File: src/rtl/hazard_scoreboard.sv
// -----------------------------------------------------------------------------
// hazard_scoreboard
//
// Register-hazard scoreboard and issue controller for the in-order pipeline.
// Keeps a small pending-write counter per architectural register. Decode is
// held while a source operand has an in-flight write (RAW) or while the
// destination's counter is saturated (structural). Writebacks retire pending
// writes, and a flush clears every counter.
//
// Ports:
//   clk, reset        rising-edge clock, synchronous active-high reset
//   decode_*          instruction currently held in decode (sources, dest, valid)
//   issue_ready       execute stage can accept an instruction
//   wb_valid, wb_rd   a register write retires this cycle
//   flush             kill all in-flight instructions
//   hazard_stall      decode must hold (RAW or counter full), combinational
//   issue             instruction advances to execute this cycle, combinational
//   pending_mask      registered, bit r set when register r has pending writes
//   stall_cycles      registered, saturating count of hazard-stalled cycles
//   wb_underflow      registered, sticky: writeback to a register with no pending write
// -----------------------------------------------------------------------------
module hazard_scoreboard #(
    parameter int NUM_REGS        = 32,
    parameter int REG_ADDR_WIDTH  = 5,
    parameter int CNT_WIDTH       = 2,
    parameter int STALL_CNT_WIDTH = 32
) (
    input  logic                       clk,
    input  logic                       reset,
    input  logic                       decode_valid,
    input  logic [REG_ADDR_WIDTH-1:0]  decode_rs1,
    input  logic [REG_ADDR_WIDTH-1:0]  decode_rs2,
    input  logic                       decode_uses_rs1,
    input  logic                       decode_uses_rs2,
    input  logic [REG_ADDR_WIDTH-1:0]  decode_rd,
    input  logic                       decode_writes_rd,
    input  logic                       issue_ready,
    input  logic                       wb_valid,
    input  logic [REG_ADDR_WIDTH-1:0]  wb_rd,
    input  logic                       flush,
    output logic                       hazard_stall,
    output logic                       issue,
    output logic [NUM_REGS-1:0]        pending_mask,
    output logic [STALL_CNT_WIDTH-1:0] stall_cycles,
    output logic                       wb_underflow
);

    localparam logic [REG_ADDR_WIDTH-1:0] ZERO_REG = '0;
    localparam logic [CNT_WIDTH-1:0]      CNT_MAX  = '1;

    logic [CNT_WIDTH-1:0] count      [NUM_REGS];
    logic [CNT_WIDTH-1:0] count_next [NUM_REGS];
    logic [NUM_REGS-1:0]  pending_next;

    logic raw1;
    logic raw2;
    logic full;
    logic underflow_now;

    // Hazard detection. x0 is never pending, so it is excluded explicitly
    // rather than relying on its counter staying zero.
    always_comb begin
        raw1 = decode_uses_rs1 && (decode_rs1 != ZERO_REG) && (count[decode_rs1] != '0);
        raw2 = decode_uses_rs2 && (decode_rs2 != ZERO_REG) && (count[decode_rs2] != '0);
        full = decode_writes_rd && (decode_rd != ZERO_REG) && (count[decode_rd] == CNT_MAX);
        underflow_now = wb_valid && (wb_rd != ZERO_REG) && (count[wb_rd] == '0);
    end

    // A stall is reported whenever decode holds a blocked instruction, even if
    // execute is not ready; backpressure alone is not a hazard.
    assign hazard_stall = decode_valid && (raw1 || raw2 || full);
    assign issue        = decode_valid && !hazard_stall && issue_ready && !flush;

    // Next-state counters. The full check above guarantees an increment never
    // wraps, and the decrement is gated on a non-zero count so it never wraps
    // either. An increment and decrement to the same register cancel.
    // NOTE: every variable assigned here gets a value on every path through the
    // block; a missing default would infer a latch.
    always_comb begin
        for (int r = 0; r < NUM_REGS; r++) begin
            logic inc_r;
            logic dec_r;
            inc_r = issue && decode_writes_rd && (decode_rd == REG_ADDR_WIDTH'(r)) && (r != 0);
            dec_r = wb_valid && (wb_rd == REG_ADDR_WIDTH'(r)) && (r != 0) && (count[r] != '0);

            if (flush || (r == 0)) begin
                count_next[r] = '0;
            end else if (inc_r && !dec_r) begin
                count_next[r] = count[r] + CNT_WIDTH'(1);
            end else if (dec_r && !inc_r) begin
                count_next[r] = count[r] - CNT_WIDTH'(1);
            end else begin
                count_next[r] = count[r];
            end

            pending_next[r] = (count_next[r] != '0);
        end
    end

    // NOTE: sequential state uses non-blocking assignments so every flop
    // samples pre-edge values, independent of statement order.
    always_ff @(posedge clk) begin
        if (reset) begin
            // NOTE: the counter array is a bank of flops, not a RAM, and the
            // hazard logic reads it immediately after reset, so every entry is
            // explicitly cleared.
            for (int r = 0; r < NUM_REGS; r++) begin
                count[r] <= '0;
            end
            pending_mask <= '0;
            stall_cycles <= '0;
            wb_underflow <= 1'b0;
        end else begin
            for (int r = 0; r < NUM_REGS; r++) begin
                count[r] <= count_next[r];
            end
            // Mirrors the post-edge counters so consumers see a clean register.
            pending_mask <= pending_next;

            // Performance counter ignores flush and saturates rather than wrapping.
            if (hazard_stall && (stall_cycles != '1)) begin
                stall_cycles <= stall_cycles + STALL_CNT_WIDTH'(1);
            end

            // Sticky until reset: a stray writeback means the pipeline and the
            // scoreboard have lost agreement.
            if (underflow_now) begin
                wb_underflow <= 1'b1;
            end
        end
    end

endmodule

File: config.mk
export PLATFORM = sky130hd
export DESIGN_NAME = hazard_scoreboard
export DESIGN_NICKNAME = d
export VERILOG_FILES = /design/src/rtl/hazard_scoreboard.sv
export SDC_FILE = /design/constraint.sdc
export NUM_CORES = 1
export LEC_CHECK = 0
export BUFFER_PORTS_ARGS = -buffer_cell sky130_fd_sc_hd__buf_4
export CAP_MARGIN = 0
export CELL_PAD_IN_SITES_DETAIL_PLACEMENT = 0
export CELL_PAD_IN_SITES_GLOBAL_PLACEMENT = 1
export CORE_ASPECT_RATIO = 1.75
export CORE_UTILIZATION = 49
export DETAILED_ROUTE_END_ITERATION = 6
export MAX_ROUTING_LAYER = met4
export PLACE_DENSITY_LB_ADDON = 0.1
export SLEW_MARGIN = 25
export SYNTH_ARGS = -nofsm -noshare
export SYNTH_HDL_FRONTEND = slang
export SYNTH_SLANG_ARGS = --single-unit
File: constraint.sdc
create_clock -name clk -period 5.85 [get_ports clk]
set_input_delay 0.2925 -clock clk [delete_from_list [all_inputs] [get_ports clk]]
set_output_delay 0.2925 -clock clk [all_outputs]
set_load 0.05 [all_outputs]
# Yosys cells after proc, flatten, opt, wreduce, memory -nomap -nowiden
# Memory sizes are Yosys's and may differ from the RTL's.
# Cells that the tools add are included.
# totals
register_bits	65
ram_bits	64
out_inout_bits	67
elab_cells	596
n_memories	1
# mem_list
memory	words	width	rd	rd_ports_with_merged_regs	wr	line	text
count	32	2	35	0	32	51	logic [CNT_WIDTH-1:0] count [NUM_REGS];
# op_classes
addsub	63
eq_ne	64
muxes	128
bitwise_logic	32
n_reduce_logical	304
# ops
operator	n
$mux W2	125
$logic_and A1 B1 Y1	169
$eq A5 B5 Y1 const B	32
$reduce_bool A2 Y1	64
$eq A5 B4 Y1 const B	16
$logic_not A1 Y1	64
$add A2 B1 Y2 const B	31
$sub A2 B1 Y2 const B	31
$eq A5 B3 Y1 const B	8
$add A32 B1 Y32 const B	1
$ne A32 B32 Y1 const B	1
$or A1 B1 Y1	32
$eq A5 B2 Y1 const B	4
$reduce_bool A5 Y1	4
$eq A5 B1 Y1 const B	2
$mux W1	3
$eq A2 B2 Y1 const B	1
$logic_not A2 Y1	1
$logic_or A1 B1 Y1	2

# Logic depth before layout (Yosys ltp)
# logic_depth
ltp_word	18
mapped_depth	13
ltp_nobuf	8

# Worst setup path after synthesis
# OpenSTA, ideal clock, no wires.
# synth_path
path_type	register -> output
startpoint	memory count[11][0]
endpoint	output port hazard_stall
t_arrival_ns	3.218
required_time_ns	5.558
setup_slack_ns	2.339
path_stages_with_launch	9
path_buffers	2
path_cell_list	dfxtp_1 -> nor2_1 -> mux4_2 -> mux2_2 -> a211o_1 -> and4_1 -> clkbuf_1 -> clkbuf_1 -> a21boi_0
# synth_rtl
item	line	text
start, declared	51	
end, declared	41	output logic hazard_stall,

==> reports/qor.txt <==
Post-cts repair resize count: 0
CTS buffer count: 17
Sink Count: 126
Fin. max-slew vios: 0
Nets: 1300
Net Sw Frac: 0.2739
HP Start: wb_valid
DIE AREA: 19820 µm²
Highest Clock Rate: 233.0 MHz
Fin worst setup slack: 1.558 ns
Post-Syn Nets: 1249
Post-synthesis sequential area ratio: 0.2676
# hold bufs at CTS: 0
Dpl hpwl: 24520 µm
Top cell type by total area after synthesis: dfxtp_1
Leakage: 3.530 nW
GRT Util Overall: 0.3553
Synth unique cells: 85
Core area: 18750 µm²
Minimum clock period: 4.292 ns
First drt pass iteration count: 6
Buffers on Ports: 94
Crit end category: output port
DRT iter0 DRCs: 823
Total wire length: 33570 µm
Post-synth ARST share: 0
Routability cong.: 1.025
Pre-CTS setup slack: 1.896 ns
Vias in the first global route: 9381
Clock Latency Late Sink: 0.44 ns
Setup crit start kind: register
Vias: 9915
Worst r2r src: count[22][0]
Root Buffer: clkbuf_16
Initial antenna violation count: 0
RSZ-0062 raised after global routing: false
Slew margin rel.: 0.2494
CTS tree: yes
Total global routing overflow: 0
ANT cells: 0
I/O pin count: 96
Synth Flop Type: dfxtp_1
Largest net degree at the start of global routing: 45
Int Power: 1.520 mW
NetSw: 0.5732 mW
Wire length per cell: 22.53 µm
H-Tree Depth: 4
Initial Utilization: 0.5029
Post-CTS setup buffers: 0
Synth area leaders: dfxtp_1, mux4_2, nor3_1
Critical Path AT: 4.00 ns
Final setup viols: 0
Overall Power: 2.093 mW
Critical setup path kind: reg -> out
Yosys warnings: 0
Yosys reg bits: 126
Layout cells sized above 1: 0.1701
CP Data Required Time: 5.56 ns
Worst-Margin Slew: 1.122 ns
Die H: 185.5 µm
Reg power frac: 0.413
Period utilization: 0.7336
Chip width: 106.9 µm
Post-Route Skew: 0.009763 ns
Fill count: 1810
Via density: 6.654
Syn Std Cell Area: 9428 µm²
Final Hold Fails: 0
Area share of the largest cell type after synthesis: 0.2676
DRC viols: 0
First-pass GRT wire length: 51380 µm
# rows: 66
Run status: finished, final reports clean
Clk pin slew, worst setup/hold paths: 0.06 ns
Pwr/cell area: 194.9 nW/µm²
Crit path max fanout: 25
Cells after synthesis: 1188
Setup TNS: 0 ns
Max Root-Sink Buffers: 2
Synth Area per Inst: 7.936 µm²
DRT antenna net count: 0
MaxCap Viol Count: 0
Clock power frac: 0.477
Worst R2R Setup Slack: 1.88 ns
Power share of the combinational group: 0.110
HP Class: in -> reg
Post-synth EDFFs: 0
Layout Area Growth over Synthesis: 13.90%
Worst setup path startpoint: count[15][0]
Max VDD drop: 0.1739 mV
==> Yosys cell counts (10+ instances only) <==
library cell    n
nand2_1        83
nor2b_1        14
o31ai_1        19
a21boi_0       10
ha_1           32
and3_1         20
o21ai_0        30
or2_2          11
mux2i_1        26
mux2_2         24
a211oi_1       23
a31oi_1        20
a311oi_1       17
or3_1          40
nand2b_1       14
o41ai_1        11
or4_1          16
nor3_1         86
a21oi_1        69
clkbuf_1       44
a31o_2         10
nand4_1        27
nor4_1         17
dfxtp_1       126
nor2_1         87
inv_1          83
a221oi_1       19
buf_2          16
mux4_2         20
nand3_1        48
==> metal layers <==
layer	share of wire	track usage	routed length, µm
met1	0.37	0.3649	12300
met2	0.49	0.6046	16570
met3	0.055	0.05322	1860
met4	0.084	0.2740	2833
met5	0	-	0
==> flip-flops by register name, indices dropped and copies added (netlist names) <==
signal / flops
count: 62
pending_mask: 31
stall_cycles: 32
wb_underflow: 1
==> kinds of logic after synthesis <==
group           after synthesis  synth area share
compound gates              298            0.2292
xor+xnor                      6          0.007035
fa+ha+maj                    34           0.04472
buf+inv                     155           0.06715
flops                       126            0.2676
mux                          71            0.1052
other cells                   1         0.0003978
simple gates                497            0.2787
==> power by group through the flow <==
| stage | logic (mW) | clock network, mW | registers [mW] |
|---|---|---|---|
| 2_1_floorplan | 0.139 | 0 | 0.888 |
| 3_3_place_gp | 0.221 | 0 | 0.882 |
| 3_5_place_dp | 0.221 | 0 | 0.882 |
| 4_1_cts | 0.222 | 1.02 | 0.863 |
| 5_1_grt | 0.241 | 1.05 | 0.863 |
| 6_report | 0.231 | 0.998 | 0.863 |
==> final timing paths <==
path | end | cells past startpoint
worst max register to register | stall_cycles[14] | 9
worst min register to register | pending_mask[5] | 1
worst max-delay path | issue | 7
worst min-delay path | wb_underflow | 3
==> cell type report <==
type                       instances  area, µm²  share of cell area
multi-input combinational        907       6282              0.5851
sequential                       126       2522              0.2349
timing repair buffer             102      778.2             0.07248
clock buffer                      25      475.5             0.04428
inverter                          85      319.1             0.02971
tap                              238      297.8             0.02773
clock inverter                     7      62.56            0.005826
==> stage by stage <==
| stage | utilization | instances | hold slack (ns) | instance area (µm²) |
|---|---|---|---|---|
| global route | 0.5728 | 1490 | 0.2280 | 10740 |
| floorplan | - | 1188 | 0.4332 | 9428 |
| finish | 0.5728 | 1490 | 0.2360 | 10740 |
| global placement | 0.5431 | 1457 | 0.4527 | 10180 |
| detailed placement | 0.5431 | 1457 | 0.4752 | 10180 |
| CTS | 0.5718 | 1489 | 0.1979 | 10720 |
==> layout by cell type, fill, tap and decap left out, types with 19 or more instances in the layout <==
cell type	count
mux2i_1	26
ha_1	32
a31oi_1	20
a211oi_1	23
and3_1	20
nand4_1	27
nand2_1	83
nor3_1	86
o31ai_1	19
o21ai_0	30
nor2_1	85
buf_4	101
dfxtp_1	126
a221oi_1	19
or3_1	40
inv_1	83
a21oi_1	69
nand3_1	48
mux4_2	20
mux2_2	24
==> critical path, stage by stage (launching register included) <==
cell,delay [ns]
dfxtp_1,0.34
nor2_1,0.47
mux4_2,0.35
mux2_2,0.14
a211o_1,0.15
nand4_2,0.71
nor2_1,1.05
buf_4,0.34
Power figures use the tool's default switching activity.
